--- config.mk ---
export PLATFORM = sky130hd
export DESIGN_NAME = wta_spike_decoder_flat
export DESIGN_NICKNAME = d
export VERILOG_FILES = /design/src/rtl/wta_spike_decoder_if.sv /design/src/rtl/wta_spike_decoder.sv /design/src/flat_wrapper.sv
export SDC_FILE = /design/constraint.sdc
export NUM_CORES = 1
export LEC_CHECK = 0
export ABC_CLOCK_PERIOD_IN_PS = 9900
export BUFFER_PORTS_ARGS = -buffer_cell sky130_fd_sc_hd__buf_2
export CAP_MARGIN = 20
export CORE_ASPECT_RATIO = 0.6
export CORE_MARGIN = 3
export CORE_UTILIZATION = 30
export DETAILED_ROUTE_END_ITERATION = 6
export PLACE_DENSITY_LB_ADDON = 0.12
export SYNTH_ARGS = -nofsm -noshare
export SYNTH_HDL_FRONTEND = slang
export SYNTH_SLANG_ARGS = --single-unit
--- constraint.sdc ---
create_clock -name aclk -period 9.9 [get_ports aclk]
set_input_delay 0 -clock aclk [delete_from_list [all_inputs] [get_ports aclk]]
set_output_delay 0 -clock aclk [all_outputs]
set_load 0.02 [all_outputs]
--- src/rtl/wta_spike_decoder_if.sv ---
// -----------------------------------------------------------------------------
// wta_spike_decoder_if
// Result channel of the WTA spike decoder: one record per gamma cycle,
// transferred on out_valid && out_ready.
//   out_valid  : result valid (decoder -> consumer)
//   out_ready  : consumer accepts result (consumer -> decoder)
//   out_hit    : at least one spike edge in the reported gamma cycle
//   out_index  : winning line index
//   out_time   : gamma counter value at the winning edge
//   out_count  : number of distinct lines with an edge in the cycle
// Modports: master = decoder side, slave = consumer side.
// -----------------------------------------------------------------------------
interface wta_spike_decoder_if #(
    parameter int GAMMA_CYCLE_WIDTH = 16,
    parameter int NUM_INPUTS        = 128
);
    localparam int TW = $clog2(GAMMA_CYCLE_WIDTH);
    localparam int IW = $clog2(NUM_INPUTS);
    localparam int CW = $clog2(NUM_INPUTS + 1);

    logic          out_valid;
    logic          out_ready;
    logic          out_hit;
    logic [IW-1:0] out_index;
    logic [TW-1:0] out_time;
    logic [CW-1:0] out_count;

    modport master (
        output out_valid, out_hit, out_index, out_time, out_count,
        input  out_ready
    );

    modport slave (
        input  out_valid, out_hit, out_index, out_time, out_count,
        output out_ready
    );
endinterface

--- src/rtl/wta_spike_decoder.sv ---
// -----------------------------------------------------------------------------
// wta_spike_decoder
// Consumes the WTA stage spike bus. Per gamma cycle it time-stamps the earliest
// rising spike edge and reports winner index, spike time and the number of
// distinct lines that fired, as one valid/ready record per gamma cycle.
// Ports:
//   aclk          clock
//   rst_n         asynchronous active-low reset
//   input_spikes  spike bus (level pulses), NUM_INPUTS wide
//   gamma_start   high while the gamma counter is 0
//   overflow      sticky, set when a result had to be dropped
//   pulse_err     (PULSE_CHECK_EN only) sticky, a line stayed high for more
//                 than PULSE_WIDTH consecutive cycles
//   res           result channel (wta_spike_decoder_if.master)
// Optional feature macro: PULSE_CHECK_EN
// -----------------------------------------------------------------------------
module wta_spike_decoder #(
    parameter int GAMMA_CYCLE_WIDTH = 16,
    parameter int PULSE_WIDTH       = 8,
    parameter int NUM_INPUTS        = 128
) (
    input  logic                  aclk,
    input  logic                  rst_n,
    input  logic [NUM_INPUTS-1:0] input_spikes,
    output logic                  gamma_start,
    output logic                  overflow,
`ifdef PULSE_CHECK_EN
    output logic                  pulse_err,
`endif
    wta_spike_decoder_if.master   res
);
    localparam int TW = $clog2(GAMMA_CYCLE_WIDTH);
    localparam int IW = $clog2(NUM_INPUTS);
    localparam int CW = $clog2(NUM_INPUTS + 1);

    if (GAMMA_CYCLE_WIDTH < 2 || PULSE_WIDTH < 1) begin : g_param_check
        $error("wta_spike_decoder: GAMMA_CYCLE_WIDTH must be >= 2 and PULSE_WIDTH >= 1");
    end

    // Gamma window state
    logic [TW-1:0]         r_t;
    logic [NUM_INPUTS-1:0] r_prev;
    logic [NUM_INPUTS-1:0] r_seen;
    logic                  r_hit;
    logic [IW-1:0]         r_widx;
    logic [TW-1:0]         r_wtime;

    // Output register
    logic                  r_valid;
    logic                  r_o_hit;
    logic [IW-1:0]         r_o_idx;
    logic [TW-1:0]         r_o_time;
    logic [CW-1:0]         r_o_count;
    logic                  r_overflow;

    logic [NUM_INPUTS-1:0] w_edge;
    logic [NUM_INPUTS-1:0] w_seen_next;
    logic                  w_any_edge;
    logic                  w_last;
    logic [IW-1:0]         w_first_idx;
    logic [CW-1:0]         w_count;
    logic                  w_res_hit;
    logic [IW-1:0]         w_res_idx;
    logic [TW-1:0]         w_res_time;

    assign w_edge      = input_spikes & ~r_prev;
    assign w_seen_next = r_seen | w_edge;
    assign w_any_edge  = |w_edge;
    assign w_last      = (r_t == TW'(GAMMA_CYCLE_WIDTH - 1));
    assign gamma_start = (r_t == '0);

    // Lowest set edge wins; scan from the top so the last assignment is the lowest index.
    always_comb begin
        w_first_idx = '0;
        for (int unsigned i = NUM_INPUTS; i > 0; i--) begin
            if (w_edge[i-1]) w_first_idx = IW'(i - 1);
        end
    end

    always_comb begin
        w_count = '0;
        for (int unsigned i = 0; i < NUM_INPUTS; i++) begin
            w_count = w_count + CW'(w_seen_next[i]);
        end
    end

    // Result as seen at the last tick: an edge in that tick can still become the winner.
    assign w_res_hit  = r_hit | w_any_edge;
    assign w_res_idx  = r_hit ? r_widx  : w_first_idx;
    assign w_res_time = r_hit ? r_wtime : (w_any_edge ? r_t : '0);

    always_ff @(posedge aclk or negedge rst_n) begin
        if (!rst_n) begin
            r_t     <= '0;
            r_prev  <= '0;
            r_seen  <= '0;
            r_hit   <= 1'b0;
            r_widx  <= '0;
            r_wtime <= '0;
        end else begin
            // prev is never cleared at a boundary, so a straddling pulse gives no new edge.
            r_prev <= input_spikes;
            if (w_last) begin
                r_t     <= '0;
                r_seen  <= '0;
                r_hit   <= 1'b0;
                r_widx  <= '0;
                r_wtime <= '0;
            end else begin
                r_t    <= r_t + TW'(1);
                r_seen <= w_seen_next;
                if (!r_hit && w_any_edge) begin
                    r_hit   <= 1'b1;
                    r_widx  <= w_first_idx;
                    r_wtime <= r_t;
                end
            end
        end
    end

    always_ff @(posedge aclk or negedge rst_n) begin
        if (!rst_n) begin
            r_valid    <= 1'b0;
            r_o_hit    <= 1'b0;
            r_o_idx    <= '0;
            r_o_time   <= '0;
            r_o_count  <= '0;
            r_overflow <= 1'b0;
        end else if (w_last) begin
            if (r_valid && !res.out_ready) begin
                // Held result is not consumed yet: drop the new one.
                r_overflow <= 1'b1;
            end else begin
                r_valid   <= 1'b1;
                r_o_hit   <= w_res_hit;
                r_o_idx   <= w_res_idx;
                r_o_time  <= w_res_time;
                r_o_count <= w_count;
            end
        end else if (r_valid && res.out_ready) begin
            r_valid <= 1'b0;
        end
    end

    assign res.out_valid = r_valid;
    assign res.out_hit   = r_o_hit;
    assign res.out_index = r_o_idx;
    assign res.out_time  = r_o_time;
    assign res.out_count = r_o_count;
    assign overflow      = r_overflow;

`ifdef PULSE_CHECK_EN
    localparam int PCW = $clog2(PULSE_WIDTH + 1);

    logic [PCW-1:0] r_run [NUM_INPUTS];
    logic           r_pulse_err;

    // r_run[i] counts consecutive high cycles already seen, saturating at PULSE_WIDTH;
    // one more high cycle beyond that is a pulse-length violation.
    always_ff @(posedge aclk or negedge rst_n) begin
        if (!rst_n) begin
            for (int unsigned i = 0; i < NUM_INPUTS; i++) r_run[i] <= '0;
            r_pulse_err <= 1'b0;
        end else begin
            for (int unsigned i = 0; i < NUM_INPUTS; i++) begin
                if (!input_spikes[i]) begin
                    r_run[i] <= '0;
                end else if (r_run[i] == PCW'(PULSE_WIDTH)) begin
                    r_pulse_err <= 1'b1;
                end else begin
                    r_run[i] <= r_run[i] + PCW'(1);
                end
            end
        end
    end

    assign pulse_err = r_pulse_err;
`endif
endmodule

--- src/flat_wrapper.sv ---
// flat-port wrapper written by rule: the top's interface ports become plain ports
module wta_spike_decoder_flat 
#(
    parameter int GAMMA_CYCLE_WIDTH = 16,
    parameter int PULSE_WIDTH       = 8,
    parameter int NUM_INPUTS        = 128
)
  (aclk, rst_n, input_spikes, gamma_start, overflow, res_out_valid, res_out_hit, res_out_index, res_out_time, res_out_count, res_out_ready);
  wta_spike_decoder_if #(.GAMMA_CYCLE_WIDTH(GAMMA_CYCLE_WIDTH), .NUM_INPUTS(NUM_INPUTS)) res_i ();
  input  logic aclk;
  input  logic rst_n;
  input  logic [NUM_INPUTS-1:0] input_spikes;
  output logic gamma_start;
  output logic overflow;
  output wire logic [$bits(res_i.out_valid)-1:0] res_out_valid;
  output wire logic [$bits(res_i.out_hit)-1:0] res_out_hit;
  output wire logic [$bits(res_i.out_index)-1:0] res_out_index;
  output wire logic [$bits(res_i.out_time)-1:0] res_out_time;
  output wire logic [$bits(res_i.out_count)-1:0] res_out_count;
  input wire logic [$bits(res_i.out_ready)-1:0] res_out_ready;
  assign res_out_valid = res_i.out_valid;
  assign res_out_hit = res_i.out_hit;
  assign res_out_index = res_i.out_index;
  assign res_out_time = res_i.out_time;
  assign res_out_count = res_i.out_count;
  assign res_i.out_ready = res_out_ready;
  wta_spike_decoder #(.GAMMA_CYCLE_WIDTH(GAMMA_CYCLE_WIDTH), .PULSE_WIDTH(PULSE_WIDTH), .NUM_INPUTS(NUM_INPUTS)) u_core (.aclk(aclk), .rst_n(rst_n), .input_spikes(input_spikes), .gamma_start(gamma_start), .overflow(overflow), .res(res_i));
endmodule
==> results.sh <==
export IMPL_setup_violations_final=0
export IMPL_async_reset_ff_frac=1.00
export IMPL_coreArea_sq_mm=0.0497
export IMPL_critPathMaxFanout=5
export IMPL_synth_edf_count=0
export IMPL_synthDistinctLibCells=61
export IMPL_nets=1968
export IMPL_crit_top_cell="fa_1"
export IMPL_fp_dieW_um=296
export IMPL_wire_per_inst_um=19.1
export IMPL_diodes=0
export IMPL_finalSetupTns_ns=0
export IMPL_path_buf_inv=5
export IMPL_cts_tree="yes"
export IMPL_cts_root_buf="clkbuf_16"
export IMPL_antenna_left=0
export IMPL_first_global_vias=11108
export IMPL_slew_violations=0
export IMPL_mostFrequentLayoutCell="dfrtp_1"
export IMPL_ys_seq_elements=294
export IMPL_yosysSeqAreaShare=0.485
export IMPL_reg2regPathDepth=25
export IMPL_regArea_sq_mm=0.00736
export IMPL_drt_iter0_markers=649
export IMPL_grt_overflow_total=0
export IMPL_start_util=0.306
export IMPL_n_fill_cell=4948
export IMPL_grt_pass1_wl_mm=69.6
export IMPL_hold_viol=0
export IMPL_arrival_ns=8.54
export IMPL_cts_resized=0
export IMPL_status="finished, final reports clean"
export IMPL_cts_made_buffers=31
export IMPL_dieArea_sq_mm=0.0534
export IMPL_multiInputGateArea_sq_mm=0.00723
export IMPL_drt_total_wl_mm=45.3
export IMPL_grt_setup_unrepaired="false"
export IMPL_synthesis_area_sq_mm=0.0152
export IMPL_track_usage=0.172
export IMPL_syn_area_per_cell_sq_um=10.9
export IMPL_synth_compound_area_frac=0.0673
export IMPL_max_freq_mhz=123
export IMPL_worstSetupStartpointType="flip-flop"
export IMPL_cpPeakStageDelay_ns=0.58
export IMPL_fin_worst_skew_ns=0.0152
export IMPL_fin_util=0.386
export IMPL_boundaryPins=154
export IMPL_relSlewSlack=0.253
export IMPL_reg2reg_setup_slack_ns=1.77
export IMPL_worstMarginPinSlew_ns=1.11
export IMPL_cp_data_required_time_ns=10.31
export IMPL_area_delta_synth_final_pct=26.3
export IMPL_ys_warn_count=0
export IMPL_htreeDepth=1
export IMPL_worst_path_max_delay_cell="fa_1"
export IMPL_final_cell_mix="dfrtp_1 (294), nor2_1 (188), buf_2 (153), inv_1 (135), dlygate4sd3_1 (130)"
export IMPL_clkLatencyLatePin_ns=0.58
export IMPL_crit_type="reg2reg"
export IMPL_synth_top_family_by_area="simple AND/OR/NAND/NOR gates"
export IMPL_synth_fa_ha_area_frac=0.175
export IMPL_synthCells=1391
export IMPL_dp_hpwl_mm=35.0
export IMPL_antenna_found_initial=0
export IMPL_cp_depth=25
export IMPL_synth_area_mux_share=0.000660
export IMPL_io_buffers=153
export IMPL_vias=10747
export IMPL_grt_max_degree=108
export IMPL_yosys_area_share_simple=0.230
export IMPL_die_h_um=180
export IMPL_finalCriticalPeriod_ns=8.13
export IMPL_firstDrtPassIters=5
export IMPL_cp_end_kind="flip-flop"
export IMPL_rr_endpoint="u_core.res.out_count[6]$_DFFE_PN0P_"
export IMPL_drive_gt1_frac=0.168
export IMPL_num_rows=63
export IMPL_cts_sinks=294
export IMPL_remaining_drc_errors=0
export IMPL_hp_class="in2async"
export IMPL_finalCritPeriodShare=0.821
export IMPL_viasPerCell=4.54
export IMPL_synth_xor_area_frac=0.00346
export IMPL_cts_path_max_buffers=3
export IMPL_path_delay_family="adder cells"
export IMPL_clk_pin_slew_worst_paths_ns=0.07
export IMPL_synth_ff_type="dfrtp_1"
export IMPL_routabilityCongestion=0.808
export IMPL_maxCapViolations=0
export IMPL_synth_nets=1665
export IMPL_reg2reg_from="u_core.r_prev[100]$_DFF_PN0_"
worst reg2reg max path, stage by stage, from the launching register on:
cell,delay [ns]
dfrtp_1,0.36
nor2b_1,0.30
nor2_1,0.13
fa_1,0.58
inv_1,0.07
fa_1,0.53
inv_1,0.06
fa_1,0.53
inv_1,0.05
fa_1,0.47
fa_1,0.54
inv_1,0.06
fa_1,0.50
fa_1,0.57
fa_1,0.44
fa_1,0.46
fa_1,0.51
inv_1,0.06
fa_1,0.41
fa_1,0.46
a21oi_1,0.15
o21bai_1,0.11
a21o_1,0.19
a21oi_1,0.16
xor2_1,0.15
o21ai_0,0.11
logic make-up (layout without fill, tap and decap cells):
| kind of cell | Yosys count | count (layout) |
|---|---|---|
| mux | 1 | 1 |
| buf+inv | 158 | 484 |
| xor+xnor | 6 | 6 |
| fa+ha+maj | 143 | 143 |
| compound gates | 154 | 154 |
| flops | 294 | 294 |
| simple gates | 635 | 635 |
cells in the mapped netlist, drive strengths merged, types with 4 or more instances:
master | count | area (sq um)
nor3 | 20 | 100
nand2 | 52 | 195
o21ai | 30 | 150
nand3 | 10 | 50.1
clkbuf | 21 | 78.8
o2111ai | 7 | 61.3
dfrtp | 294 | 7360
nor2 | 188 | 706
nand2b | 57 | 357
a2111oi | 4 | 35.0
nor4b | 4 | 71.3
a31oi | 8 | 56.3
a211oi | 9 | 67.6
inv | 135 | 507
a21oi | 45 | 225
and2 | 66 | 413
fa | 115 | 2300
nor4 | 32 | 255
or2 | 51 | 319
o31ai | 7 | 52.6
nor2b | 128 | 801
o21a | 4 | 30.0
a21o | 4 | 30.0
o211ai | 10 | 75.1
ha | 28 | 350
or4 | 7 | 60.1
nand4 | 8 | 50.1
o21bai | 7 | 52.6
area by class of cell:
type / count / area share
well taps: 650 / 0.0424
repair buffers: 293 / 0.112
flip-flops and latches: 294 / 0.384
clock buffers: 42 / 0.0473
inverters: 135 / 0.0264
multi-input cells: 939 / 0.378
clock inverters: 14 / 0.0104
through the flow:
stage	hold slack, ns	instances	cell area (sq um)	setup WS [ns]
floorplan	-0.296	1391	15200	2.27
global placement	0.120	2178	16700	1.82
detailed placement	0.121	2178	16700	1.77
CTS	0.0392	2364	19100	1.74
global route	0.0565	2367	19200	1.38
finish	0.0675	2367	19200	1.77
how the worst max path moves through the flow:
stage / slack [ns] / start / to
CTS: 1.74 / u_core.r_prev[100]$_DFF_PN0_ / u_core.res.out_count[6]$_DFFE_PN0P_
detailed placement: 1.77 / u_core.r_prev[100]$_DFF_PN0_ / u_core.res.out_count[6]$_DFFE_PN0P_
finish: 1.77 / u_core.r_prev[100]$_DFF_PN0_ / u_core.res.out_count[6]$_DFFE_PN0P_
global route: 1.38 / u_core.r_prev[100]$_DFF_PN0_ / u_core.res.out_count[6]$_DFFE_PN0P_
global placement: 1.82 / u_core.r_prev[100]$_DFF_PN0_ / u_core.res.out_count[6]$_DFFE_PN0P_
floorplan: 2.27 / u_core.r_prev[100]$_DFF_PN0_ / u_core.res.out_count[6]$_DFFE_PN0P_
sequential cells by signal, indices dropped and copies added, names as in the netlist, 4 cells and up:
name                  cells
u_core.res.out_index      7
u_core.r_prev           128
u_core.r_widx             7
u_core.r_t                4
u_core.res.out_time       4
u_core.res.out_count      8
u_core.r_wtime            4
u_core.r_seen           128
routing by layer:
metal  GRT usage  part of all wire  up-vias
li1            -                 -     5105
met1       0.289              0.54     5358
met2       0.223              0.38      246
met3      0.0405             0.069       38
met4      0.0225             0.013        0
met5           0                 0        -
repair_timing:
action | CTS | global route
setup buffers | 0 | 0
setup endpoints to repair | 0 | 0
hold buffers | 130 | 0
hold endpoints to repair | 267 | 0
Power is left out: the tool's default activity adds up to more than one toggle a clock period on the data nets, which glitch-free logic cannot reach.
